$ cat config.mk
export PLATFORM = sky130hd
export DESIGN_NAME = fir_error_monitor
export DESIGN_NICKNAME = d
export VERILOG_FILES = /design/src/rtl/fir_err_pkg.sv /design/src/rtl/fir_abs_diff.sv /design/src/rtl/fir_error_monitor.sv
export SDC_FILE = /design/constraint.sdc
export NUM_CORES = 1
export LEC_CHECK = 0
export ABC_AREA = 1
export ABC_CLOCK_PERIOD_IN_PS = 2850
export CORE_AREA = 2 2 172 90
export CTS_CLUSTER_SIZE = 16
export DETAILED_ROUTE_END_ITERATION = 12
export DIE_AREA = 0 0 174 92
export PLACE_DENSITY = 0.92
export REMOVE_ABC_BUFFERS = 1
export SKIP_LAST_GASP = 1
export SYNTH_ARGS = -nofsm -noshare
export SYNTH_HDL_FRONTEND = slang
export SYNTH_SLANG_ARGS = --single-unit
$ cat constraint.sdc
create_clock -name clk -period 2.85 [get_ports clk]
set_input_delay 0.57 -clock clk [delete_from_list [all_inputs] [get_ports clk]]
set_output_delay 0.57 -clock clk [all_outputs]
set_load 0.01 [all_outputs]
$ cat src/rtl/fir_err_pkg.sv
// Shared types, widths and helpers for the FIR error monitor.
package fir_err_pkg;

  typedef enum logic [1:0] {IDLE, WARMUP, MEASURE, DONE} err_state_t;

  localparam int unsigned SAMPLE_W = 16;
  localparam int unsigned ERR_W    = 17;
  localparam int unsigned SUM_W    = 32;

  // |e| cannot overflow: e lies in -65535..65535.
  function automatic logic [ERR_W-1:0] abs17(input logic [ERR_W-1:0] e);
    return e[ERR_W-1] ? (~e + 17'd1) : e;
  endfunction

endpackage

$ cat src/rtl/fir_abs_diff.sv
// Combinational |a - b| of two signed 16-bit samples, plus a nonzero flag.
module fir_abs_diff
  import fir_err_pkg::*;
(
  input  logic [SAMPLE_W-1:0] a,
  input  logic [SAMPLE_W-1:0] b,
  output logic [ERR_W-1:0]    mag,
  output logic                nz
);

  logic [ERR_W-1:0] e;

  assign e   = {a[SAMPLE_W-1], a} - {b[SAMPLE_W-1], b};
  assign mag = abs17(e);
  assign nz  = |e;

endmodule

$ cat src/rtl/fir_error_monitor.sv
// Error metrics (sum, max, nonzero count, mean of |y_apx - y_ref|) over a fixed
// window that follows a warmup period of discarded samples.
module fir_error_monitor
  import fir_err_pkg::*;
#(
  parameter int unsigned NUM_SAMPLES = 1024,
  parameter int unsigned WARMUP      = 9
) (
  input  logic                clk,
  input  logic                rstN,
  input  logic                start,
  input  logic                sample_valid,
  input  logic [SAMPLE_W-1:0] y_apx,
  input  logic [SAMPLE_W-1:0] y_ref,
  output logic                busy,
  output logic                done,
  output logic [SUM_W-1:0]    err_sum,
  output logic [ERR_W-1:0]    err_max,
  output logic [ERR_W-1:0]    err_cnt,
  output logic [SUM_W-1:0]    err_mean
);

  localparam int unsigned MeanShift = $clog2(NUM_SAMPLES);
  localparam logic [7:0]       WarmupW = 8'(WARMUP);
  localparam logic [ERR_W-1:0] NumW    = ERR_W'(NUM_SAMPLES);

  err_state_t       state_q, state_d;
  logic [7:0]       warm_cnt_q, warm_cnt_d;
  logic [ERR_W-1:0] meas_cnt_q, meas_cnt_d;
  logic [SUM_W-1:0] sum_q, sum_d;
  logic [ERR_W-1:0] max_q, max_d;
  logic [ERR_W-1:0] cnt_q, cnt_d;
  logic             busy_q, busy_d;
  logic             done_q, done_d;

  logic [ERR_W-1:0] mag;
  logic             nz;

  fir_abs_diff u_abs_diff (
    .a   (y_apx),
    .b   (y_ref),
    .mag (mag),
    .nz  (nz)
  );

  always_comb begin
    state_d    = state_q;
    warm_cnt_d = warm_cnt_q;
    meas_cnt_d = meas_cnt_q;
    sum_d      = sum_q;
    max_d      = max_q;
    cnt_d      = cnt_q;
    done_d     = done_q;
    unique case (state_q)
      IDLE, DONE: begin
        if (start) begin
          warm_cnt_d = '0;
          meas_cnt_d = '0;
          sum_d      = '0;
          max_d      = '0;
          cnt_d      = '0;
          done_d     = 1'b0;
          state_d    = (WARMUP == 0) ? MEASURE : fir_err_pkg::WARMUP;
        end
      end
      fir_err_pkg::WARMUP: begin
        if (sample_valid) begin
          warm_cnt_d = warm_cnt_q + 8'd1;
          if (warm_cnt_d == WarmupW) state_d = MEASURE;
        end
      end
      MEASURE: begin
        if (sample_valid) begin
          sum_d      = sum_q + SUM_W'(mag);
          max_d      = (mag > max_q) ? mag : max_q;
          cnt_d      = cnt_q + ERR_W'(nz);
          meas_cnt_d = meas_cnt_q + 17'd1;
          if (meas_cnt_d == NumW) begin
            state_d = DONE;
            done_d  = 1'b1;
          end
        end
      end
      default: state_d = IDLE;
    endcase
    busy_d = (state_d == fir_err_pkg::WARMUP) || (state_d == MEASURE);
  end

  always_ff @(posedge clk or negedge rstN) begin
    if (!rstN) begin
      state_q    <= IDLE;
      warm_cnt_q <= '0;
      meas_cnt_q <= '0;
      sum_q      <= '0;
      max_q      <= '0;
      cnt_q      <= '0;
      busy_q     <= 1'b0;
      done_q     <= 1'b0;
    end else begin
      state_q    <= state_d;
      warm_cnt_q <= warm_cnt_d;
      meas_cnt_q <= meas_cnt_d;
      sum_q      <= sum_d;
      max_q      <= max_d;
      cnt_q      <= cnt_d;
      busy_q     <= busy_d;
      done_q     <= done_d;
    end
  end

  assign busy     = busy_q;
  assign done     = done_q;
  assign err_sum  = sum_q;
  assign err_max  = max_q;
  assign err_cnt  = cnt_q;
  assign err_mean = sum_q >> MeanShift;

endmodule

==> metrics.txt, run 1 <==
status=stopped before the end; Stopped at=global routing; Tool Error=[ERROR GRT-0232] Routing congestion too high. Check the congestion heatmap in the GUI.; pin count of the biggest net entering global routing=96; post-synth top area cell=dfrtp_1; die width=174 um; Mapped Avg Cell Area=6.87 sq um; mapped cell area=0.00785 sq mm; CTS sink cnt=95; register area share after synthesis=0.303; Inserted Clock Buffers=9; grt repair worst endpoint=err_sum[30]$_DFFE_PN0P_/D; I/O pins=136; RePlAce Congestion=0.964; PortBufs=between 100 and 150; Rows=32; placed cells=about 1600; Die Y=92 um; root buf cell=clkbuf_16; clock buffer depth=2; HPWL after detailed placement=19200 um; Netlist cell types=50; top-area cell type share of the netlist area=0.303; synth warn=0; worst endpoint pin kind=register data pin; global route overflow=43; H-tree depth=3; total track usage=0.778; Syn Inst Count=1143; Initial Util=0.533; #FFs+latches synth=95; Synth area leaders=dfrtp_1 (30%), nand2_1 (14%), ha_1 (9.2%)
-- logic make-up after synthesis --
group           count (synthesis)  synth area share
compound gates                185             0.135
buf+inv                       225             0.125
xor+xnor                       26            0.0338
simple gates                  551             0.305
fa+ha+maj                      60            0.0975
other cells                     1          0.000478
flops                          95             0.303
-- synth_stat cells, drive strengths merged --
| master | number |
|---|---|
| buf | 37 |
| a21o | 2 |
| xnor2 | 5 |
| dfrtp | 95 |
| ha | 58 |
| a211oi | 3 |
| and2 | 1 |
| o22ai | 12 |
| o31ai | 5 |
| o21ai | 68 |
| nand2 | 317 |
| fa | 2 |
| and3 | 1 |
| xor2 | 21 |
| a221oi | 1 |
| nand4 | 19 |
| o21bai | 4 |
| inv | 177 |
| clkinv | 1 |
| a31oi | 9 |
| o21a | 4 |
| a21oi | 68 |
| nor3 | 25 |
| clkbuf | 10 |
| a32o | 1 |
| a22o | 8 |
| nand3 | 67 |
| nand3b | 4 |
| conb | 1 |
| or2 | 3 |
| nor3b | 1 |
| nor4 | 2 |
| nor2 | 111 |
-- per-stage QoR --
step	instance area [sq um]	hold WS, ps	setup WS [ps]
2_1_floorplan	7570	274	-1280
3_3_place_gp	10300	497	-1870
3_5_place_dp	10300	506	-2150
4_1_cts	12100	297	-1020
-- routing by layer --
metal / track usage / GRT overflow
met1: 0.790 / 0
met2: 0.911 / 16
met3: 0.674 / 2
met4: 0.743 / 25
met5: 0.298 / 0
-- what timing repair did --
item	CTS
pin swaps	98
gates resized for setup	262
gates cloned	3
setup buffers	45
hold buffers	0
endpoints found under the setup margin	65
==> inputs of run 2 (changes only) <==
--- a/config.mk
+++ b/config.mk
@@ -7,11 +7,10 @@
 export LEC_CHECK = 0
 export ABC_AREA = 1
 export ABC_CLOCK_PERIOD_IN_PS = 2850
-export CORE_AREA = 2 2 172 90
-export CTS_CLUSTER_SIZE = 16
+export CORE_AREA = 2 2 144 146
 export DETAILED_ROUTE_END_ITERATION = 12
-export DIE_AREA = 0 0 174 92
-export PLACE_DENSITY = 0.92
+export DIE_AREA = 0 0 146 148
+export PLACE_DENSITY_LB_ADDON = 0.15
 export REMOVE_ABC_BUFFERS = 1
 export SKIP_LAST_GASP = 1
 export SYNTH_ARGS = -nofsm -noshare
==> metrics.txt, run 2 <==
status=finished, violations left; failing checks=setup timing; Post-synth EDFFs=0; root buf cell=clkbuf_16; RSZ-0062 raised after global routing=yes; Comb pwr share=0.688; pin count of the biggest net entering global routing=51; share of layout cells above drive strength 1=0.442; leakage=approximately 6.2 nW; Worst Setup End Kind=flip-flop; fill count=between 1500 and 2000; Vias per Instance=5.02; #FFs+latches synth=95; ant diodes=0; most instantiated library cell after synthesis=nand2_1; Area Overhead vs Synth=73.6%; RePlAce Congestion=0.860; vias in the first global route=8706; pwr dens=approximately 740 mW/mm^2; internal power=5.41 mW; Inserted Clock Buffers=9; total track usage=0.235; Initial Util=0.392; Mapped Avg Cell Area=slightly below 7 sq um; skew final=roughly 6.2 ps; DRC Markers=0; hold_buf cts=0; Rows=52; asr flop ratio synth=1.00; 1st-iter DRT viols=376; Std-Cell Core Area=0.0200 sq mm; Hold Fails Final Rpt=0; crit path DAT=4010 ps; switching fraction of total power=0.461; routed length per instance=15.4 um; # Max-Cap Violations=0; PortBufs=between 100 and 150; top-area cell type share of the netlist area=0.303; most common cell after layout, fill and taps aside=nand2_1; Die Y=148 um; global route overflow=0; CTS tree=built; post-layout min period=3760 ps; I/O pins=136; Total Power=10.0 mW; most frequent cells in the layout=nand2_1 (194), buf_4 (191), inv_1 (129); Hold Path Class=in2async; final slew viol count=0; mapped cell area=0.00785 sq mm; Clk pin slew, worst setup/hold paths=70 ps; crit start category=primary input; Synth area leaders=dfrtp_1 (30%), nand2_1 (14%), ha_1 (9.2%); Req. time, crit path=3100 ps; number of flip-flops in the largest register=32; clk_lat worst skew=between 300 and 400 ps; CTS sink cnt=95; switching power=around 4.6 mW; Antenna Nets Post-Route=0; post-synth top area cell=dfrtp_1; Layout Utilization=0.680; register area share after synthesis=0.303; Critical-path top delay cell=fa_2; Routed WL=27100 um; setup violators final=62; final net count=about 1600; first-pass GRT wire length=around 41000 um; Final period util=1.32; VDD IR max=437 uV; Setup CP Type=in2reg; H-tree depth=3; clock buffer depth=2; HPWL after detailed placement=17500 um; vias=8831; top achievable clock speed=between 0.2 and 0.3 GHz; list of most frequent post-synthesis cells=nand2_1 (295), inv_1 (172), nor2_1 (104); final setup margin=-915 ps; Netlist cell types=50; dominant synthesized flop cell=dfrtp_1; max incr delay on CP=350 ps; Syn Inst Count=1143; antenna violations before repair=0; die width=146 um; DR pass1 iterations=5; clock network fraction of total power=0.133; Reg power frac=0.180; Worst path most repeated cell=nand2_2; synth warn=0; die area=0.0216 sq mm; crit path max fanout=4
run 2: worst paths after layout:
kind	cells after the start	end	startpoint	slack, ps
worst min register to register	2	done	done	520
min in group clk	2	done	done	520
worst min-delay path	1	meas_cnt_q[5]	rstN	170
max in group asynchronous	2	warm_cnt_q[6]	rstN	2040
worst max register to register	15	err_cnt[16]	state_q[0]	380
worst max-delay path	28	err_sum[25]	y_ref[0]	-910
run 2: metal layers:
metal,GRT usage,up-vias,part of all wire
met5,0,-,0
met4,0.0927,0,0.045
met3,0.0361,96,0.038
met2,0.433,232,0.52
met1,0.275,4160,0.40
li1,-,4343,-
run 2: stage by stage:
step | TNS, ps | hold slack, ps | worst slack (ps) | area (sq um) | cells
CTS | -37850 | 188 | -790 | 12800 | 1738
global route | -59030 | 215 | -1110 | 13600 | 1759
global placement | -99050 | 498 | -1950 | 10400 | 1667
detailed placement | -101240 | 500 | -1980 | 10400 | 1667
finish | -47210 | 173 | -915 | 13600 | 1759
floorplan | -58700 | 274 | -1280 | 7570 | 1105
run 2: final cells by class:
type                    count  area (sq um)  share of cell area
well taps                 270           338              0.0248
inverters                 178           678              0.0498
flip-flops and latches     95          2380               0.174
clock buffers              10           239              0.0175
clock inverters             5          81.3             0.00597
multi-input cells         832          6610               0.485
repair buffers            369          3310               0.243
run 2: timing repair:
action / in CTS / in global routing
gates resized for setup: 430 / 170
setup endpoints to repair: 65 / 65
endpoints found under the hold margin: 0 / 0
setup buffers: 56 / 28
cloned: 3 / 0
pin swaps: 164 / 103
run 2: logic make-up (layout without fill, tap and decap cells):
kind of cell               after synthesis  in the layout  share of synthesized area
adders and majority gates               60             60                     0.0975
DFF                                     95             95                      0.303
AOI/OAI and AO/OA                      185            185                      0.135
other                                    1             10                   0.000478
buffers and inverters                  225            562                      0.125
and+or+nand+nor                        551            551                      0.305
xor gates and xnor gates                26             26                     0.0338
run 2: worst max-delay path, delay by kind of cell:
kind	cells	cell delay [ps]
AND/OR/NAND/NOR	15	1320
adder cells (fa/ha/maj)	3	810
AO/OA/AOI/OAI	4	700
buffers and inverters	6	610
run 2: power by group through the flow:
stage | sequential, mW | clock, mW | combinational (mW)
3_3_place_gp | 1.80 | 0 | 4.54
3_5_place_dp | 1.79 | 0 | 4.58
4_1_cts | 1.80 | 1.35 | 6.00
5_1_grt | 1.83 | 1.40 | 7.40
2_1_floorplan | 1.82 | 0 | 2.28
6_report | 1.80 | 1.33 | 6.91
Note: power is estimated with default switching activity, not from simulation.
